==> config.mk <==
export PLATFORM = sky130hd
export DESIGN_NAME = reset_sequencer
export DESIGN_NICKNAME = d
export VERILOG_FILES = /design/src/rtl/reset_sequencer_pkg.sv /design/src/rtl/reset_sequencer_btn_debounce.sv /design/src/rtl/reset_sequencer.sv
export SDC_FILE = /design/constraint.sdc
export NUM_CORES = 1
export LEC_CHECK = 0
export CAP_MARGIN = 20
export CORE_ASPECT_RATIO = 0.75
export CORE_MARGIN = 2
export CORE_UTILIZATION = 53
export DETAILED_ROUTE_END_ITERATION = 7
export GPL_ROUTABILITY_DRIVEN = 0
export GPL_TIMING_DRIVEN = 0
export PLACE_DENSITY = 0.75
export SLEW_MARGIN = 20
export SYNTH_ARGS = -nofsm -noshare
export SYNTH_HDL_FRONTEND = slang
export SYNTH_SLANG_ARGS = --single-unit
==> constraint.sdc <==
create_clock -name clk -period 2 [get_ports clk]
set_input_delay 0.4 -clock clk [delete_from_list [all_inputs] [get_ports clk]]
set_output_delay 0.4 -clock clk [all_outputs]
set_load 0.01 [all_outputs]
==> src/rtl/reset_sequencer_pkg.sv <==
// Shared types for the board reset sequencer: FSM state and reset-cause encodings.
// Both encodings are visible on status ports, so their values are fixed here.
package reset_sequencer_pkg;

    localparam logic [1:0] CAUSE_ENC_LOCK = 2'd0;
    localparam logic [1:0] CAUSE_ENC_SW   = 2'd1;
    localparam logic [1:0] CAUSE_ENC_BTN  = 2'd2;

    localparam logic [7:0] RST_COUNT_MAX  = 8'hFF;

    typedef enum logic [1:0] {
        ST_WAIT_LOCK    = 2'd0,
        ST_HOLD         = 2'd1,
        ST_RUN          = 2'd2,
        ST_WAIT_RELEASE = 2'd3
    } state_e;

    typedef enum logic [1:0] {
        CAUSE_LOCK = CAUSE_ENC_LOCK,
        CAUSE_SW   = CAUSE_ENC_SW,
        CAUSE_BTN  = CAUSE_ENC_BTN
    } cause_e;

endpackage

==> src/rtl/reset_sequencer_btn_debounce.sv <==
// Two-flop synchronizer plus debounce counter for the raw user button.
// The debounced level only flips after DEBOUNCE_CYCLES consecutive disagreeing cycles.
module btn_debounce #(
    parameter int DEBOUNCE_CYCLES = 65536
) (
    input  logic clk,
    input  logic rst_n,
    input  logic btn_i,
    output logic btn_db
);

    localparam int              CW      = $clog2(DEBOUNCE_CYCLES) + 1;
    localparam logic [CW-1:0]   DB_LAST = CW'(DEBOUNCE_CYCLES - 1);

    logic          r_btn_meta;
    logic          r_btn_sync;
    logic          r_btn_db;
    logic [CW-1:0] r_db_cnt;

    // NOTE: sequential state uses non-blocking assignments so every flop samples pre-edge values.
    always_ff @(posedge clk or negedge rst_n) begin
        if (!rst_n) begin
            r_btn_meta <= 1'b0;
            r_btn_sync <= 1'b0;
            r_btn_db   <= 1'b0;
            r_db_cnt   <= '0;
        end else begin
            r_btn_meta <= btn_i;
            r_btn_sync <= r_btn_meta;
            if (r_btn_sync == r_btn_db) begin
                r_db_cnt <= '0;
            end else if (r_db_cnt == DB_LAST) begin
                r_btn_db <= ~r_btn_db;
                r_db_cnt <= '0;
            end else begin
                r_db_cnt <= r_db_cnt + CW'(1);
            end
        end
    end

    assign btn_db = r_btn_db;

endmodule

==> src/rtl/reset_sequencer.sv <==
// Board reset sequencer: waits for PLL lock, stretches core reset, and re-enters
// reset on lock loss, software request, or a long button press.
module reset_sequencer
    import reset_sequencer_pkg::*;
#(
    parameter int HOLD_CYCLES       = 16,
    parameter int DEBOUNCE_CYCLES   = 65536,
    parameter int LONG_PRESS_CYCLES = 4194304
) (
    input  logic       clk,
    input  logic       rst_n,
    input  logic       pll_locked_i,
    input  logic       btn_i,
    input  logic       sw_rst_req_i,
    output logic       rst_core_o,
    output logic       btn_db_o,
    output logic [1:0] state_o,
    output logic [1:0] cause_o,
    output logic [7:0] rst_count_o
);

    localparam int            HW        = $clog2(HOLD_CYCLES) + 1;
    localparam int            LW        = $clog2(LONG_PRESS_CYCLES) + 1;
    localparam logic [HW-1:0] HOLD_LAST = HW'(HOLD_CYCLES - 1);
    localparam logic [LW-1:0] LP_LIMIT  = LW'(LONG_PRESS_CYCLES);

    logic          r_lock_meta;
    logic          r_lock_sync;
    logic          w_btn_db;
    state_e        r_state;
    state_e        w_next_state;
    cause_e        r_cause;
    cause_e        w_next_cause;
    logic          w_leave_run;
    logic          r_rst_core;
    logic [HW-1:0] r_hold_cnt;
    logic [LW-1:0] r_lp_cnt;
    logic [7:0]    r_rst_count;

    btn_debounce #(
        .DEBOUNCE_CYCLES(DEBOUNCE_CYCLES)
    ) u_btn_debounce (
        .clk   (clk),
        .rst_n (rst_n),
        .btn_i (btn_i),
        .btn_db(w_btn_db)
    );

    // NOTE: every variable gets a default at the top of always_comb so no latch is inferred.
    always_comb begin
        w_next_state = r_state;
        w_next_cause = r_cause;
        case (r_state)
            ST_WAIT_LOCK: begin
                if (r_lock_sync) w_next_state = ST_HOLD;
            end
            ST_HOLD: begin
                if (!r_lock_sync)                w_next_state = ST_WAIT_LOCK;
                else if (r_hold_cnt == HOLD_LAST) w_next_state = ST_RUN;
            end
            ST_RUN: begin
                if (!r_lock_sync) begin
                    w_next_state = ST_WAIT_LOCK;
                    w_next_cause = CAUSE_LOCK;
                end else if (r_lp_cnt == LP_LIMIT) begin
                    w_next_state = ST_WAIT_RELEASE;
                    w_next_cause = CAUSE_BTN;
                end else if (sw_rst_req_i) begin
                    w_next_state = ST_HOLD;
                    w_next_cause = CAUSE_SW;
                end
            end
            ST_WAIT_RELEASE: begin
                if (!r_lock_sync)  w_next_state = ST_WAIT_LOCK;
                else if (!w_btn_db) w_next_state = ST_HOLD;
            end
            default: w_next_state = ST_WAIT_LOCK;
        endcase
    end

    assign w_leave_run = (r_state == ST_RUN) && (w_next_state != ST_RUN);

    always_ff @(posedge clk or negedge rst_n) begin
        if (!rst_n) begin
            r_lock_meta <= 1'b0;
            r_lock_sync <= 1'b0;
            r_state     <= ST_WAIT_LOCK;
            r_cause     <= CAUSE_LOCK;
            r_rst_core  <= 1'b1;
            r_hold_cnt  <= '0;
            r_lp_cnt    <= '0;
            r_rst_count <= '0;
        end else begin
            r_lock_meta <= pll_locked_i;
            r_lock_sync <= r_lock_meta;
            r_state     <= w_next_state;
            r_cause     <= w_next_cause;
            // Loaded from the next state so reset release lines up with the RUN state edge.
            r_rst_core  <= (w_next_state != ST_RUN);

            if (r_state == ST_HOLD && w_next_state == ST_HOLD) r_hold_cnt <= r_hold_cnt + HW'(1);
            else                                                r_hold_cnt <= '0;

            if (r_state == ST_RUN && w_next_state == ST_RUN && w_btn_db) begin
                if (r_lp_cnt != LP_LIMIT) r_lp_cnt <= r_lp_cnt + LW'(1);
            end else begin
                r_lp_cnt <= '0;
            end

            if (w_leave_run && r_rst_count != RST_COUNT_MAX) r_rst_count <= r_rst_count + 8'd1;
        end
    end

    assign rst_core_o  = r_rst_core;
    assign btn_db_o    = w_btn_db;
    assign state_o     = r_state;
    assign cause_o     = r_cause;
    assign rst_count_o = r_rst_count;

endmodule
======== Word level (Yosys, flattened, before mapping) ========
Index checks and enable logic that the tools add are counted.
word-level totals
  register bits ........................... 63
  input bits .............................. 5
  output and inout bits ................... 14
  word-level logic and storage cells ...... 57
operators by class
  add/sub/neg operators ................... 4
  eq/ne operators ......................... 14
  muxes and demuxes ....................... 17
  bitwise gates (word level) .............. 2
  reduce and logical (&&, ||, !) cells .... 8
operators by type and width
  operator                                                                  number
  23-bit two-way mux                                                        2
  17-bit two-way mux                                                        2
  23-bit by 1-bit adder with 23-bit output (second input constant)          1
  23-bit equality test (second input constant)                              1
  23-bit inequality test (second input constant)                            1
  2-bit two-way mux                                                         11
  17-bit by 1-bit adder with 17-bit output (second input constant)          1
  17-bit by 16-bit equality test with 1-bit output (second input constant)  1
  8-bit by 1-bit adder with 8-bit output (second input constant)            1
  8-bit inequality test (second input constant)                             1
  2-bit case mux with 4 select lines                                        1
  2-bit equality test (second input constant)                               3
  5-bit by 1-bit adder with 5-bit output (second input constant)            1
  5-bit by 4-bit equality test with 1-bit output (second input constant)    1
  1-bit logical AND                                                         5
  5-bit two-way mux                                                         1
  2-bit by 1-bit equality test with 1-bit output (second input constant)    2
  2-bit AND reduction                                                       2
  3-bit by 2-bit inequality test with 1-bit output (second input constant)  1
  2-bit logical NOT                                                         1
  2-bit by 1-bit inequality test with 1-bit output (second input constant)  1
  2-bit inequality test (second input constant)                             1
  1-bit NOT                                                                 2
  1-bit equality test                                                       1

======== Logic depth before layout (Yosys ltp) ========
Gate-level depths: netlist (run 1).
  depth after elaboration ................. 8
  depth in mapped cells ................... 8
  depth with buffers taken out ............ 7

======== Modules after synthesis ========
A second synthesis (run 1) with hierarchy kept.
unflattened totals
  cells, all modules ...................... 283
  area total of the unflattened synthesis .. 3030.4 µm²
modules (own cells, without submodules)
  module           instances  cells each  area an instance (µm²)  sequential area each (µm²)
  reset_sequencer  1          194         2102.0                  1077.3
  btn_debounce     1          89          928.4                   500.5

======== Worst setup path before layout (run 1) ========
OpenSTA, ideal clock, no wires.
  path type ............................... reg-to-reg
  start ................................... register r_lp_cnt[0]
  end ..................................... register r_rst_count[1] (netlist: rst_count_o[1])
  setup time .............................. 0.128 ns
  data arrival time ....................... 1.776 ns
  data required time ...................... 1.872 ns
  slack ................................... 0.096 ns
  cell stages (with the launch flop) ...... 8
  path buffers ............................ 0
  period minus slack after synthesis ...... 1.904 ns
  cells stage by stage .................... dfrtp_1 -> inv_1 -> ha_1 -> nor4b_2 -> nand4_1 -> a211o_1 -> nor2_1 -> mux2_1
on the way
  word-level cells in the longest chain between the ends .. 7
ends and longest elaborated chain
  item                                RTL line                source
  start: declaration                  reset_sequencer.sv:37   logic [LW-1:0] r_lp_cnt;
  start signal: assignment            reset_sequencer.sv:105  if (r_lp_cnt != LP_LIMIT) r_lp_cnt <= r_lp_cnt + LW'(1);
  23-bit equality test                reset_sequencer.sv:65   end else if (r_lp_cnt == LP_LIMIT) begin
  2-bit two-way mux                   reset_sequencer.sv:65
  2-bit two-way mux                   reset_sequencer.sv:62   if (!r_lock_sync) begin
  2-bit case mux with 4 select lines  reset_sequencer.sv:53   case (r_state)
  2-bit inequality test               reset_sequencer.sv:81   assign w_leave_run = (r_state == ST_RUN) && (w_next_state != ST_RUN);
  1-bit logical AND                   reset_sequencer.sv:81
  1-bit logical AND                   reset_sequencer.sv:110  if (w_leave_run && r_rst_count != RST_COUNT_MAX) r_rst_count <= r_rst_count + 8'd1;
  end signal: assignment              reset_sequencer.sv:110
  end: declaration                    reset_sequencer.sv:38   logic [7:0] r_rst_count;
Every way passes these cells.
A chain may end at the register's enable or synchronous reset.

======== Final worst setup path (run 1) ========
  start ................................... register r_lp_cnt[1]
  end ..................................... register r_rst_count[1] (netlist: rst_count_o[1])
Same word-level chain as after synthesis.

==> flow_summary.json, run 1 <==
{
  "outcome": "complete, no violations",
  "layout.nets": 344,
  "post-place-ws_ps": -452.8,
  "grt_max_degree": 40,
  "worst_hold_startpoint": "u_btn_debounce.r_btn_meta",
  "die_area_um2": 6253,
  "num_vias": 2202,
  "max-slew-margin-rel": 0.5550,
  "insertedDiodeCount": 0,
  "yosysWarnings": 0,
  "finalSetupTns_ps": 0,
  "utilization": 0.6710,
  "regToRegSetupSlack_ps": 9,
  "synthFlopType": "dfrtp_1",
  "synth_top_area_frac": 0.5199,
  "synth_fp_nets": 308,
  "routedWlPerCell_um": 13.92,
  "design.portCount": 19,
  "cts-root-buf": "clkbuf_8",
  "routed_wirelength_um": 5733,
  "initial_utilization": 0.5545,
  "numClockSinks": 63,
  "rows": 23,
  "max-vdd-ir-drop_uv": 390.9,
  "placed_cell_area_um2": 3276,
  "final_slew_violations": 0,
  "drt_pre_antenna_iters": 4,
  "place.port_buffers": 18,
  "timing.fmax_mhz": 502.2,
  "final-hold-violation-count": 0,
  "drive_above_1_share": 0.1424,
  "clock_path_buffers": 2,
  "crit_path_end_kind": "register",
  "synth.yosys.seq_area_share": 0.5287,
  "worst_min_path_class": "reg -> reg",
  "dieWidth_um": 90.65,
  "initial_antenna_violation_count": 0,
  "synthTopCellsByArea": "dfrtp_1 (52%), nor2_1 (7.2%), xor2_1 (6.5%)",
  "final.setup.worst_slack_ps": 8.847,
  "cts_tree": "done",
  "final_antenna_net_count": 0,
  "crit_path_start_kind": "register",
  "synth.avg_cell_area_um2": 10.05,
  "dr.first_iter.drc_count": 103,
  "via_count_of_the_first_global_routing_pass": 2080,
  "global_route.overflow_total": 0,
  "worstMarginPinSlew_ps": 665.1,
  "post-route-drc-count": 0,
  "timing.reg2reg.worst_path_depth": 7,
  "synth_top_cell_by_area": "dfrtp_1",
  "cell_area_power_density_nw_per_um2": 637.5,
  "clkSlewWorstSetupHoldPaths_ps": 60,
  "core_area_um2": 5381,
  "postLayoutCellArea_um2": 3611,
  "synthArstFlopShare": 1.000,
  "dp_hpwl_um": 3821,
  "whs_path_depth": 0,
  "worstPathMaxFanout": 7,
  "p_leak_nw": 1.487,
  "hold_path_end": "u_btn_debounce.r_btn_sync",
  "required_ps": 2220,
  "final_critical_path_time_including_i_o_delays_and_setup_ps": 1991,
  "post_synth_num_cell_types": 36,
  "grt.total_usage": 0.1993,
  "timing.final.crit_share": 0.9956,
  "r2r-start": "r_lp_cnt[1]",
  "rsz_0062_raised_after_global_routing": "true",
  "timing.rr.end": "rst_count_o[1]",
  "die_height_um": 68.99,
  "fillerInstances": 410,
  "final-setup-viol-count": 0,
  "tritoncts.num_buffers": 9,
  "mostFrequentLayoutCells": "dfrtp_1 (59), nor2_1 (56), nand2_1 (23)",
  "post_synth_edffs": 0,
  "h-tree-depth": 3,
  "flow.area_growth_from_synthesis_pct": 21.01,
  "skew_ps": 7.180,
  "ys_ff_latch": 63,
  "avgViaCountPerCell": 5.345,
  "layout_commonest_cell": "dfrtp_1",
  "syn_area_um2": 2984,
  "post-layout-total-power_mw": 2.302,
  "drv.max_cap_violation_count": 0,
  "clk-insertion-delay-late_ps": 340,
  "wp_data_arrival_ps": 2210,
  "post_synth_inst_count": 297,
  "crit_type": "reg -> reg",
  "grt_first_pass_wirelength_um": 9473
}
## per-stage QoR
step	hold slack [ps]	instances
after floorplan	104.4	297
after global placement	331.6	390
after detailed placement	328.9	391
after CTS	356.3	409
after global routing	361.6	412
final	353.6	412
## synthesized netlist by cell type (2+ instances only)
library cell,n
buf_2,4
o21ai_0,4
xnor2_1,21
nor3b_1,2
and4_1,6
a21oi_1,7
and3_1,7
xor2_1,22
ha_1,6
or2_1,2
nand2_1,24
nand3_1,19
nor3_1,9
nor4b_2,2
nor4_2,2
dfrtp_1,62
nor2_1,57
nand4_1,8
nor4_1,6
inv_1,11
## report_power, final
group	total [mW]	switching, mW	internal, mW
registers	1.30	0.0134	1.29
clock network	0.911	0.435	0.476
logic	0.0878	0.0538	0.0340
total	2.30	0.502	1.80
## cells by family after synthesis
| family | Yosys count | share of synthesized area |
|---|---|---|
| and+or+nand+nor | 150 | 0.2541 |
| DFF | 63 | 0.5287 |
| xor gates and xnor gates | 43 | 0.1262 |
| AOI/OAI and AO/OA | 17 | 0.03648 |
| buffers and inverters | 16 | 0.02180 |
| adders and majority gates | 6 | 0.02516 |
| muxes | 2 | 0.007547 |
## worst max-delay path, cell delays in order (launching register included)
cell and delay, ps:
dfrtp_1 400, inv_2 80, ha_4 120, nor4b_4 180
nand4_1 220, a211o_4 430, nor2_4 140, mux2_4 300
## layout make-up
class | count | area (um2) | share of cell area
Inverter | 11 | 41.29 | 0.01143
Sequential cell | 63 | 1582 | 0.4380
Clock inverter | 1 | 5.005 | 0.001386
Buffer | 4 | 32.53 | 0.009009
Tap cell | 75 | 93.84 | 0.02599
Timing Repair Buffer | 26 | 255.2 | 0.07069
Clock buffer | 14 | 152.6 | 0.04227
Multi-Input combinational cell | 218 | 1449 | 0.4012
## what timing repair did
item,4_1_cts,5_1_grt
buffers inserted,2,4
gates resized for setup,13,16
endpoints found under the setup margin,28,37
pin swaps,3,7
hold buffers,1,0
hold endpoints to repair,24,0
## worst max-delay path by stage
| stage | from | to | slack, ps | cells after the start |
|---|---|---|---|---|
| floorplan | r_lp_cnt[0] | rst_count_o[1] | 100 | 7 |
| global placement | rst_n | r_lp_cnt[22] | -1480 | 1 |
| detailed placement | sw_rst_req_i | rst_count_o[1] | -450 | 6 |
| CTS | r_lp_cnt[0] | r_lp_cnt[11] | -4 | 8 |
| global route | r_lp_cnt[1] | rst_count_o[1] | -80 | 7 |
| finish | r_lp_cnt[1] | rst_count_o[1] | 9 | 7 |
## flip-flops by register name (all words and copies together), names as in the netlist
name / cells
r_lock_sync: 1
cause_o: 2
state_o: 2
r_lock_meta: 1
u_btn_debounce.r_btn_sync: 1
rst_core_o: 1
u_btn_debounce.btn_db: 1
r_lp_cnt: 23
u_btn_debounce.r_btn_meta: 1
rst_count_o: 8
u_btn_debounce.r_db_cnt: 17
r_hold_cnt: 5
## layer usage
layer  wire length [um]  track usage  up-vias
met3                296      0.07283        7
met5                  0            0        -
li1                   -            -     1087
met2               2592       0.3069       41
met1               2785       0.2574     1067
met4                 59      0.08846        0
(Power assumes the default switching activity.)
==> run 2: changes to the inputs <==
==> constraint.sdc (replaced) <==
create_clock -name clk -period 2 [get_ports clk]
set_input_delay 0.2 -clock clk [delete_from_list [all_inputs] [get_ports clk]]
set_output_delay 0.2 -clock clk [all_outputs]
set_load 0.01 [all_outputs]
==> run 2 against run 1 <==
Net effect: power about the same; hold slack worse by 57 ps; wire length about the same; cell count unchanged; sequential power about the same.
==> flow_summary.json, run 2 (same netlist as run 1, synthesis figures left out) <==
{
  "outcome": "complete, no violations",
  "dp_hpwl_um": 3821,
  "cts_tree": "done",
  "timing.final.crit_share": 0.9956,
  "final-hold-violation-count": 0,
  "mostFrequentLayoutCells": "dfrtp_1 (59), nor2_1 (56), nand2_1 (23)",
  "global_route.overflow_total": 0,
  "maxUsedRoutingLayer": "met4",
  "grt.total_usage": 0.1993,
  "initial_utilization": 0.5545,
  "worstPathMaxFanout": 7,
  "die_height_um": 68.99,
  "avgViaCountPerCell": 5.335,
  "layout.nets": 344,
  "num_vias": 2198,
  "dieWidth_um": 90.65,
  "largest-register": "r_lp_cnt",
  "critPathMaxStageDelay_ps": 430,
  "wp_data_arrival_ps": 2210,
  "met2RoutedLength_um": 2590,
  "placed_cells": 391,
  "clkSlewWorstSetupHoldPaths_ps": 60,
  "place.port_buffers": 18,
  "worstMarginPinSlew_ps": 665.1,
  "core_area_um2": 5381,
  "worst_min_path_class": "in -> reg",
  "layout_commonest_cell": "dfrtp_1",
  "flip_flop_count_of_the_largest_register_after_layout": 23,
  "drv.max_cap_violation_count": 0,
  "skew_ps": 7.180,
  "critical_path.n_buffers_inverters": 1,
  "dr.first_iter.drc_count": 103,
  "die_area_um2": 6253,
  "initial_antenna_violation_count": 0,
  "routedWlPerCell_um": 13.91,
  "fillerInstances": 410,
  "multi_input_comb_area_um2": 1449,
  "final_critical_path_time_including_i_o_delays_and_setup_ps": 1991,
  "whs_ps": 296.8,
  "flow.area_growth_from_synthesis_pct": 20.92,
  "drt_pre_antenna_iters": 4,
  "grt_first_pass_wirelength_um": 9473,
  "grt_max_degree": 40,
  "numClockSinks": 63,
  "timing.fmax_mhz": 502.2,
  "drive_above_1_share": 0.1424,
  "layoutNonFillerInstCount": 412,
  "final_antenna_net_count": 0,
  "clock_path_buffers": 2,
  "crit_chain": "inv_2 > ha_4 > nor4b_4 > nand4_1 > a211o_4 > nor2_4 > mux2_4",
  "routed_wirelength_um": 5731,
  "clk-insertion-delay-late_ps": 340,
  "final_slew_violations": 0,
  "wl_met3_um": 296,
  "insertedDiodeCount": 0,
  "cell_area_power_density_nw_per_um2": 638.0,
  "layout.area.seq_um2": 1582,
  "detail_route.wirelength.met1_um": 2785,
  "rsz_0062_raised_after_global_routing": "true",
  "timing.critical_path.max_delay_family": "simple AND/OR/NAND/NOR gates",
  "max-vdd-ir-drop_uv": 391.7,
  "crit_type": "reg -> reg",
  "tritoncts.num_buffers": 9,
  "design.portCount": 19,
  "rows": 23,
  "crit_path_end_kind": "register",
  "post-route-drc-count": 0,
  "required_ps": 2220,
  "p_leak_nw": 1.477,
  "crit_path_start_kind": "register",
  "max-slew-margin-rel": 0.5550,
  "critical-path-slowest-cell": "a211o_4",
  "h-tree-depth": 3,
  "via_count_of_the_first_global_routing_pass": 2080,
  "cts-root-buf": "clkbuf_8",
  "final-setup-viol-count": 0
}
-- run 2: per-stage QoR --
step	cell area (um2)	setup TNS (ps)	power, mW	worst slack, ps	util
2_1_floorplan	2984	0	1.356	96.34	-
3_3_place_gp	3258	-83250	1.406	-1279	0.6054
3_5_place_dp	3276	-4011	1.412	-252.8	0.6087
4_1_cts	3523	-13.57	2.326	-4.091	0.6547
5_1_grt	3608	-615.0	2.402	-81.81	0.6705
6_report	3608	0	2.302	8.841	0.6705
-- run 2: power breakdown --
part | switching (mW) | internal, mW | leakage (nW)
Sequential | 0.0134 | 1.29 | 0.825
Combinational | 0.0538 | 0.0343 | 0.571
Clock | 0.435 | 0.476 | 0.0805
Total | 0.502 | 1.80 | 1.48
-- run 2: final cells by class --
type	instances	area share
Buffer	4	0.009015
Clock inverter	1	0.001387
Clock buffer	14	0.04230
Tap cell	75	0.02601
Sequential cell	63	0.4383
Multi-Input combinational cell	218	0.4015
Inverter	11	0.01144
Timing Repair Buffer	26	0.07004
-- run 2: what timing repair did --
action                                 CTS  global route
setup endpoints to repair               28            37
hold buffers                             1             0
endpoints found under the hold margin   24             0
gates cloned                             0             0
gates resized for setup                 13            15
pin swaps                                3             7
setup buffers                            2             4
-- run 2: worst paths after layout --
| kind | endpoint | startpoint | cells after the start | slack [ps] |
|---|---|---|---|---|
| max in group asynchronous | rst_core_o | rst_n | 3 | 1140 |
| worst min-delay path | u_btn_debounce.r_btn_meta | btn_i | 1 | 300 |
| worst max-delay path | rst_count_o[1] | r_lp_cnt[1] | 7 | 9 |
| worst max register to register | rst_count_o[1] | r_lp_cnt[1] | 7 | 9 |
| min in group asynchronous | r_hold_cnt[3] | rst_n | 2 | 310 |
| worst min register to register | u_btn_debounce.r_btn_sync | u_btn_debounce.r_btn_meta | 0 | 350 |
-- run 2: worst reg2reg max path, stage by stage (launching register included) --
cell and delay [ps]:
dfrtp_1 400, inv_2 80, ha_4 120, nor4b_4 180, nand4_1 220, a211o_4 440, nor2_4 140, mux2_4 300
-- run 2: per-layer routing --
layer	up-vias	global-route usage
met2	41	0.3069
met4	0	0.08846
met5	-	0
met1	1063	0.2574
li1	1087	-
met3	7	0.07283
